$ cat src/rtl/fifo_burst_reader_if.sv
// Bus bundle between the burst reader, its source FIFO and the DDR3
// write-command/data port. The reader takes the master modport; whatever
// models or implements the FIFO and the DDR3 side takes the slave modport.
interface fifo_burst_reader_if #(
  parameter int DATA_WIDTH = 32
);
  logic [DATA_WIDTH-1:0] fifo_rd_data;
  logic                  fifo_rd_en;
  logic                  fifo_empty;
  logic                  fifo_almost_empty;
  logic                  bst_req;
  logic                  bst_ack;
  logic [DATA_WIDTH-1:0] wr_data;
  logic                  wr_valid;
  logic                  wr_ready;
  logic                  wr_last;

  modport master (
    input  fifo_rd_data, fifo_empty, fifo_almost_empty, bst_ack, wr_ready,
    output fifo_rd_en, bst_req, wr_data, wr_valid, wr_last
  );

  modport slave (
    output fifo_rd_data, fifo_empty, fifo_almost_empty, bst_ack, wr_ready,
    input  fifo_rd_en, bst_req, wr_data, wr_valid, wr_last
  );
endinterface

$ cat src/rtl/fifo_burst_reader.sv
// fifo_burst_reader: drains a registered-output FIFO in fixed BURST_LEN
// bursts. A req/ack command is raised first, then the words are streamed
// out on a valid/ready/last interface through a 2-entry skid buffer that
// hides the FIFO's one-cycle read latency and downstream backpressure.
// Optional build macro FIFO_BURST_STAT_EN adds burst_cnt / stall_cnt.
module fifo_burst_reader #(
  parameter int DATA_WIDTH = 32,
  parameter int BURST_LEN  = 8,
  parameter int CNT_WIDTH  = 5
) (
  input  logic                    clk,
  input  logic                    rst,
  fifo_burst_reader_if.master     bus,
`ifdef FIFO_BURST_STAT_EN
  output logic [15:0]             burst_cnt,
  output logic [15:0]             stall_cnt,
`endif
  output logic                    busy
);

  typedef enum logic [1:0] {
    IDLE = 2'd0,
    REQ  = 2'd1,
    DATA = 2'd2
  } state_t;

  localparam logic [CNT_WIDTH-1:0] BURST_LEN_C = CNT_WIDTH'(BURST_LEN);
  localparam logic [CNT_WIDTH-1:0] LAST_BEAT_C = CNT_WIDTH'(BURST_LEN - 1);
  localparam logic [CNT_WIDTH-1:0] ONE_C       = CNT_WIDTH'(1);

  state_t                state_q, state_d;
  logic [CNT_WIDTH-1:0]  rd_cnt_q, rd_cnt_d;
  logic [CNT_WIDTH-1:0]  beat_cnt_q, beat_cnt_d;
  logic                  inflight_q, inflight_d;
  logic [1:0]            occ_q, occ_d;
  logic [DATA_WIDTH-1:0] skid0_q, skid0_d;
  logic [DATA_WIDTH-1:0] skid1_q, skid1_d;

  logic                  out_valid;
  logic                  out_last;
  logic                  pop;
  logic                  push;
  logic                  rd_issue;
  logic [2:0]            committed;

  // Output-side view of the skid buffer head and the read issue decision.
  // committed counts words held after this edge's pop, so a read may be
  // issued in the same cycle a word leaves; this keeps 1 beat/clk while
  // never holding more than two words between buffer and FIFO pipeline.
  always_comb begin
    out_valid = (occ_q != 2'd0);
    out_last  = out_valid && (beat_cnt_q == LAST_BEAT_C);
    pop       = out_valid && bus.wr_ready;
    push      = inflight_q;
    committed = {1'b0, occ_q} + {2'b00, inflight_q} - {2'b00, pop};
    rd_issue  = (state_q == DATA) && (rd_cnt_q < BURST_LEN_C) &&
                !bus.fifo_empty && (committed < 3'd2);
  end

  // Next-state logic: burst FSM, counters and skid buffer movement.
  always_comb begin
    state_d    = state_q;
    rd_cnt_d   = rd_cnt_q;
    beat_cnt_d = beat_cnt_q;
    inflight_d = rd_issue;
    occ_d      = occ_q;
    skid0_d    = skid0_q;
    skid1_d    = skid1_q;

    unique case (state_q)
      IDLE: begin
        if (!bus.fifo_almost_empty) state_d = REQ;
      end
      REQ: begin
        if (bus.bst_ack) begin
          state_d    = DATA;
          rd_cnt_d   = '0;
          beat_cnt_d = '0;
        end
      end
      DATA: begin
        if (rd_issue) rd_cnt_d = rd_cnt_q + ONE_C;
        if (pop) begin
          beat_cnt_d = beat_cnt_q + ONE_C;
          if (out_last) state_d = IDLE;
        end
      end
      default: state_d = IDLE;
    endcase

    // Word arriving from the FIFO joins behind whatever is still queued.
    unique case ({push, pop})
      2'b10: begin
        if (occ_q == 2'd0) skid0_d = bus.fifo_rd_data;
        else               skid1_d = bus.fifo_rd_data;
        occ_d = occ_q + 2'd1;
      end
      2'b01: begin
        skid0_d = skid1_q;
        occ_d   = occ_q - 2'd1;
      end
      2'b11: begin
        if (occ_q == 2'd1) begin
          skid0_d = bus.fifo_rd_data;
        end else begin
          skid0_d = skid1_q;
          skid1_d = bus.fifo_rd_data;
        end
      end
      default: ;
    endcase
  end

  // State register; reset aborts any burst in progress.
  always_ff @(posedge clk or posedge rst) begin
    if (rst) begin
      state_q    <= IDLE;
      rd_cnt_q   <= '0;
      beat_cnt_q <= '0;
      inflight_q <= 1'b0;
      occ_q      <= 2'd0;
      skid0_q    <= '0;
      skid1_q    <= '0;
    end else begin
      state_q    <= state_d;
      rd_cnt_q   <= rd_cnt_d;
      beat_cnt_q <= beat_cnt_d;
      inflight_q <= inflight_d;
      occ_q      <= occ_d;
      skid0_q    <= skid0_d;
      skid1_q    <= skid1_d;
    end
  end

  assign bus.fifo_rd_en = rd_issue;
  assign bus.bst_req    = (state_q == REQ);
  assign bus.wr_valid   = out_valid;
  assign bus.wr_last    = out_last;
  assign bus.wr_data    = out_valid ? skid0_q : '0;
  assign busy           = (state_q != IDLE);

`ifdef FIFO_BURST_STAT_EN
  logic [15:0] burst_cnt_q, burst_cnt_d;
  logic [15:0] stall_cnt_q, stall_cnt_d;

  // Statistics: completed bursts (wrapping) and backpressured cycles (saturating).
  always_comb begin
    burst_cnt_d = burst_cnt_q;
    stall_cnt_d = stall_cnt_q;
    if (pop && out_last) burst_cnt_d = burst_cnt_q + 16'd1;
    if ((state_q == DATA) && out_valid && !bus.wr_ready && (stall_cnt_q != 16'hFFFF))
      stall_cnt_d = stall_cnt_q + 16'd1;
  end

  // Statistics registers.
  always_ff @(posedge clk or posedge rst) begin
    if (rst) begin
      burst_cnt_q <= 16'd0;
      stall_cnt_q <= 16'd0;
    end else begin
      burst_cnt_q <= burst_cnt_d;
      stall_cnt_q <= stall_cnt_d;
    end
  end

  assign burst_cnt = burst_cnt_q;
  assign stall_cnt = stall_cnt_q;
`endif

endmodule
$ cat src/flat_wrapper.sv
// flat-port wrapper written by rule: the top's interface ports become plain ports
module fifo_burst_reader_flat 
#(
  parameter int DATA_WIDTH = 32,
  parameter int BURST_LEN  = 8,
  parameter int CNT_WIDTH  = 5
)
  (clk, rst, busy, bus_fifo_rd_data, bus_fifo_empty, bus_fifo_almost_empty, bus_bst_ack, bus_wr_ready, bus_fifo_rd_en, bus_bst_req, bus_wr_data, bus_wr_valid, bus_wr_last);
  fifo_burst_reader_if #(.DATA_WIDTH(DATA_WIDTH)) bus_i ();
  input  logic clk;
  input  logic rst;
  output logic busy;
  input wire logic [$bits(bus_i.fifo_rd_data)-1:0] bus_fifo_rd_data;
  input wire logic [$bits(bus_i.fifo_empty)-1:0] bus_fifo_empty;
  input wire logic [$bits(bus_i.fifo_almost_empty)-1:0] bus_fifo_almost_empty;
  input wire logic [$bits(bus_i.bst_ack)-1:0] bus_bst_ack;
  input wire logic [$bits(bus_i.wr_ready)-1:0] bus_wr_ready;
  output wire logic [$bits(bus_i.fifo_rd_en)-1:0] bus_fifo_rd_en;
  output wire logic [$bits(bus_i.bst_req)-1:0] bus_bst_req;
  output wire logic [$bits(bus_i.wr_data)-1:0] bus_wr_data;
  output wire logic [$bits(bus_i.wr_valid)-1:0] bus_wr_valid;
  output wire logic [$bits(bus_i.wr_last)-1:0] bus_wr_last;
  assign bus_i.fifo_rd_data = bus_fifo_rd_data;
  assign bus_i.fifo_empty = bus_fifo_empty;
  assign bus_i.fifo_almost_empty = bus_fifo_almost_empty;
  assign bus_i.bst_ack = bus_bst_ack;
  assign bus_i.wr_ready = bus_wr_ready;
  assign bus_fifo_rd_en = bus_i.fifo_rd_en;
  assign bus_bst_req = bus_i.bst_req;
  assign bus_wr_data = bus_i.wr_data;
  assign bus_wr_valid = bus_i.wr_valid;
  assign bus_wr_last = bus_i.wr_last;
  fifo_burst_reader #(.DATA_WIDTH(DATA_WIDTH), .BURST_LEN(BURST_LEN), .CNT_WIDTH(CNT_WIDTH)) u_core (.clk(clk), .rst(rst), .bus(bus_i), .busy(busy));
endmodule
$ cat config.mk
export PLATFORM = sky130hd
export DESIGN_NAME = fifo_burst_reader_flat
export DESIGN_NICKNAME = d
export VERILOG_FILES = /design/src/rtl/fifo_burst_reader_if.sv /design/src/rtl/fifo_burst_reader.sv /design/src/flat_wrapper.sv
export SDC_FILE = /design/constraint.sdc
export NUM_CORES = 1
export LEC_CHECK = 0
export ABC_AREA = 0
export BUFFER_PORTS_ARGS = -buffer_cell sky130_fd_sc_hd__buf_2
export CAP_MARGIN = 30
export CORE_MARGIN = 2
export CORE_UTILIZATION = 35
export CTS_BUF_LIST = sky130_fd_sc_hd__clkbuf_8 sky130_fd_sc_hd__clkbuf_16
export CTS_CLUSTER_DIAMETER = 200
export DETAILED_ROUTE_END_ITERATION = 6
export GPL_TIMING_DRIVEN = 0
export PLACE_DENSITY = 0.57
export SYNTH_ARGS = -nofsm -noshare
export SYNTH_HDL_FRONTEND = slang
export SYNTH_SLANG_ARGS = --single-unit
$ cat constraint.sdc
create_clock -name clk -period 3.65 [get_ports clk]
set_clock_uncertainty 0.1 [all_clocks]
set_input_delay 0 -clock clk [delete_from_list [all_inputs] [get_ports clk]]
set_output_delay 0 -clock clk [all_outputs]
set_load 0.02 [all_outputs]
**After elaboration in Yosys (flattened, before gate mapping)**

Cells that the tools add are included.

- $add $sub $neg: 6
- Multiply operators: 0
- Div/mod/pow operators: 0
- Order comparisons: 2
- Eq/ne operators: 15
- Shift-type cells: 0
- Multiplexer cells: 18
- Bitwise operators: 0
- Reduce and logical (&&, ||, !) cells: 19

Operators with widths:

| operator | count |
|---|---|
| $mux W32 | 5 |
| $pmux W32 S3 | 1 |
| $pmux W32 S2 | 1 |
| $pmux W5 S2 | 2 |
| $mux W5 | 3 |
| $add A5 B1 Y5 const B | 2 |
| $ne A2 B2 Y1 const B | 5 |
| $reduce_bool A2 Y1 | 5 |
| $reduce_and A3 Y1 | 3 |
| $mux W2 | 4 |
| $eq A2 B1 Y1 const B | 3 |
| $eq A2 B2 Y1 const B | 3 |
| $ne A2 B1 Y1 const B | 3 |
| $pmux W2 S3 | 1 |
| $eq A5 B3 Y1 const B | 1 |
| $logic_and A1 B1 Y1 | 5 |
| $lt A5 B4 Y1 const B | 1 |
| $logic_not A2 Y1 | 2 |
| $pmux W2 S2 | 1 |
| $reduce_and A4 Y1 | 1 |
| $add A2 B1 Y3 | 1 |
| $lt A3 B2 Y1 const B | 1 |
| $reduce_bool A3 Y1 | 1 |
| $sub A3 B1 Y3 | 1 |
| other kinds (4) | 4 |

- Register bits: 79
- Bits in latches: 0
- Bits in writable memories: 0
- Bits in read-only memories: 0
- Output and inout port bits: 37
- Logic and storage cells: 67
- Memories: 0

**Logic depth before layout (Yosys ltp)**

- Word-level depth: 7
- Gate-level depth with buffers: 11

**Least setup slack after synthesis**

No wires, ideal clock.

- Path type: register to register
- From: register u_core.occ_q[1]
- To: register u_core.inflight_q
- Library setup time: 185 ps
- Arrival: 2931 ps
- Slack: 434 ps
- Stages on the path, launching flop included: 10
- Path through: dfrtp_1 inv_1 ha_1 buf_2 nor2b_1 ha_1 nand2b_1 fa_1 or4b_1 nor3_1

- Longest elaborated chain between the ends: 5

RTL lines:

| element | line | source |
|---|---|---|
| from (decl) | fifo_burst_reader.sv:35 | `logic [1:0] occ_q, occ_d;` |
| from (signal assigned) | fifo_burst_reader.sv:121 | `occ_q <= 2'd0;` |
| from (signal assigned) | fifo_burst_reader.sv:129 | `occ_q <= occ_d;` |
| branches (longest 2 deep; another with $add A2 B1 Y3) | -- |  |
| $sub A3 B1 Y3 (*) | fifo_burst_reader.sv:55 | `committed = {1'b0, occ_q} + {2'b00, inflight_q} - {2'b00, pop};` |
| $lt A3 B2 Y1 (*) | fifo_burst_reader.sv:57 | `!bus.fifo_empty && (committed < 3'd2);` |
| $logic_and A1 B1 Y1 (*) | fifo_burst_reader.sv:57 |  |
| via bus_fifo_rd_en | flat_wrapper.sv:18 | `output wire logic [$bits(bus_i.fifo_rd_en)-1:0] bus_fifo_rd_en;` |
| to (signal assigned) | fifo_burst_reader.sv:128 | `inflight_q <= inflight_d;` |
| to (decl) | fifo_burst_reader.sv:34 | `logic inflight_q, inflight_d;` |

Mark *: on every way through the listed nets, which the timed path passes.
A chain may end at the register's enable or synchronous reset.

**Worst setup path after layout**

- From: register u_core.occ_q[1]
- To: register u_core.rd_cnt_q[2]

- Longest elaborated chain between the ends: 7

RTL lines:

| element | line | source |
|---|---|---|
| branches (longest 2 deep; another with $add A2 B1 Y3) | -- |  |
| $sub A3 B1 Y3 (*) | fifo_burst_reader.sv:55 |  |
| $lt A3 B2 Y1 (*) | fifo_burst_reader.sv:57 |  |
| $logic_and A1 B1 Y1 (*) | fifo_burst_reader.sv:57 |  |
| $ne A2 B1 Y1 (no line) (*) | -- |  |
| $reduce_and A3 Y1 (no line) (*) | -- |  |
| to (signal assigned) | fifo_burst_reader.sv:126 | `rd_cnt_q <= rd_cnt_d;` |
| to (decl) | fifo_burst_reader.sv:32 | `logic [CNT_WIDTH-1:0] rd_cnt_q, rd_cnt_d;` |

Mark *: on every way between the ends.

==> flow_metrics.py <==
metrics = {
    "logic_synthesis": {
        "netlist_instances": 377,
        "synth.net_count": 423,
        "yosys_warnings": 0,
        "ys_seq_area_share_pct": 52.0,
        "ys_ff_latch": 79,
        "synth_area_sq_um": 3800,
        "synthArstFlopShare_pct": 100,
        "yosysUniqueCellTypes": 32,
        "synth_ff_type": "dfrtp_1",
        "synth.avg_cell_area_sq_um": 10.1,
        "synth-edff-count": 0,
    },
    "route": {
        "first_pass_iters": 4,
        "dr.first_iter.drc_count": 104,
        "vias_per_cell": 4.96,
        "antenna_left": 0,
        "wire_per_inst_microns": 14.6,
        "finalWirelength_mm": 9.40,
        "vias": 3200,
        "drc": 0,
    },
    "clock_network": {
        "clockBufferDepth": 2,
        "cts-root-buf": "clkbuf_8",
        "cts_buffers": 9,
        "htreeDepth": 3,
        "path_clk_slew_ps": 70,
        "cts_tree": "yes",
        "clock_latency_ps": 350,
        "post_cts_buffers": 0,
        "cts_sinks": 79,
    },
    "pwr": {
        "ir_worst_vdd_mv": 0.301,
        "p_leak_nw": 2.19,
        "power.density_nw_per_um2": 798,
        "total_power_mw": 3.93,
    },
    "finish": {
        "fillers": 1101,
        "drive_above_1_share_pct": 26.9,
        "nets": 546,
        "area_growth_pct": 29.4,
        "fin_area_sq_um": 4920,
        "final_cell_mix": "83 x buf_2, 79 x dfrtp_1, 71 x o21ai_0, 37 x dlygate4sd3_1, 36 x nor2_1",
        "final_common_cell": "buf_2",
        "antennaDiodeCount": 0,
    },
    "timing": {
        "slew_viol_final": 0,
        "relSlewSlack_pct": 62.9,
        "finalSetupTns_ps": 0,
        "worst_pin_slew_ps": 556,
        "fin_ws_ps": 223,
        "hold_viol": 0,
        "fmax_mhz": 292,
        "setup-violations-final": 0,
        "min_period_over_period_pct": 93.9,
        "rsz0062_at_grt": "false",
        "period_needed_ps": 3430,
    },
    "setup_path": {
        "critPathKind": "flop to flop",
        "crit_arrival_ps": 3580,
        "endpoint_kind": "flop",
        "start_kind": "flop",
        "crit_fanout": 10,
        "cp.required_ps": 3810,
    },
    "floorplanning": {
        "die-area_sq_um": 11700,
        "initial_core_util_pct": 35.4,
        "fp-row-count": 38,
        "die_y_microns": 108,
        "die_x_microns": 108,
        "core-area_sq_um": 10700,
        "io_pins": 75,
    },
    "grt": {
        "grt_pass1_wl_mm": 15.2,
        "grt_util_all_layers_pct": 16.8,
        "grt_max_degree": 70,
        "antenna_found_initial": 0,
        "grt.overflow.total": 0,
        "grt_pass1_vias": 3163,
    },
    "job": {
        "maxCapViolations": 0,
    },
    "placement": {
        "place.gp.congestion": 0.747,
        "place_area_sq_um": 4380,
        "pre_cts_ws_ps": 167,
        "port_buffers": 74,
        "detailed_place_hpwl_mm": 6.36,
    },
    "status": {
        "status": "finished, final reports clean",
    },
    "min_path": {
        "hp-class": "primary input to flop",
    },
}
report_power, final:
| group | switching, mW | internal, mW |
|---|---|---|
| registers | 0.195 | 1.27 |
| clock network | 0.322 | 0.242 |
| logic | 1.12 | 0.786 |
| total | 1.64 | 2.29 |
area by class of cell:
cell class                 count  area [sq um]  share of cell area [%]
multi-input combinational    258          1670                    34.0
clock buffer                   9           124                    2.52
buffer                        30           124                    2.52
tap                          140           175                    3.56
sequential                    79          1980                    40.2
clock inverter                 7          41.3                   0.839
inverter                      10          40.0                   0.813
timing repair buffer         112           768                    15.6
flip-flops by register name, indices dropped and copies added (netlist names):
name	flops
u_core.beat_cnt_q	5
u_core.occ_q	2
u_core.skid1_q	32
u_core.inflight_q	1
u_core.skid0_q	32
u_core.rd_cnt_q	5
u_core.state_q	2
path summary, 6_finish.rpt:
kind                                                 from                                to  slack [ps]  cells past startpoint
hold / removal                               bus_wr_ready  u_core.beat_cnt_q[1]$_DFFE_PP0P_         110                      4
setup / recovery              u_core.occ_q[1]$_DFFE_PP0N_    u_core.rd_cnt_q[2]$_DFFE_PP0P_         220                     11
min in group asynchronous                             rst    u_core.rd_cnt_q[0]$_DFFE_PP0P_         590                      4
setup reg to reg              u_core.occ_q[1]$_DFFE_PP0N_    u_core.rd_cnt_q[2]$_DFFE_PP0P_         220                     11
max in group asynchronous                             rst    u_core.rd_cnt_q[4]$_DFFE_PP0P_        2280                      5
hold reg to reg            u_core.rd_cnt_q[4]$_DFFE_PP0P_    u_core.rd_cnt_q[4]$_DFFE_PP0P_         380                      1
layer usage:
metal / share of wire, % / vias up / GRT usage (%)
met5: 0 / - / 0
met4: 2.5 / 0 / 8.15
met1: 45 / 1548 / 21.5
met2: 49 / 72 / 28.1
li1: - / 1561 / -
met3: 3.4 / 19 / 2.35
what timing repair did:
item	CTS	global route
endpoints found under the hold margin	149	0
resized for setup	0	2
hold buffers	37	0
setup endpoints to repair	0	5
stage by stage:
step	instances	hold slack (ps)	utilization, %
final	645	109	45.8
after global routing	645	161	45.8
after CTS	645	83.8	45.7
after detailed placement	592	-176	40.8
after global placement	591	115	40.5
after floorplan	377	-4.91	-
cells in the mapped netlist, types with 3 or more instances:
library cell / count / share of area [%]
dfrtp_1: 79 / 52
o21ai_0: 71 / 9.3
nor2_1: 36 / 3.6
nor2b_1: 36 / 5.9
mux2_2: 33 / 9.8
a31oi_1: 32 / 5.3
clkbuf_1: 19 / 1.9
inv_1: 10 / 0.99
buf_2: 9 / 1.2
ha_1: 7 / 2.3
nand2_1: 6 / 0.59
a21oi_1: 5 / 0.66
or3_1: 5 / 0.82
nand3_1: 4 / 0.53
mux2i_1: 3 / 0.79
kinds of logic after synthesis:
group,synth area share (%)
compound gates,16.0
xor+xnor,0.691
fa+ha+maj,2.83
buf+inv,4.24
flops,52.0
mux,10.6
simple gates,13.7
critical path: stages (launching register included):
cell,delay (ps)
dfrtp_1,430
inv_1,90
ha_1,190
buf_2,190
nor2b_2,200
ha_1,300
nand2b_1,180
fa_1,480
or4b_1,480
or3_1,370
buf_2,160
mux2i_1,170
No activity file was read; power rests on OpenSTA's default activity.
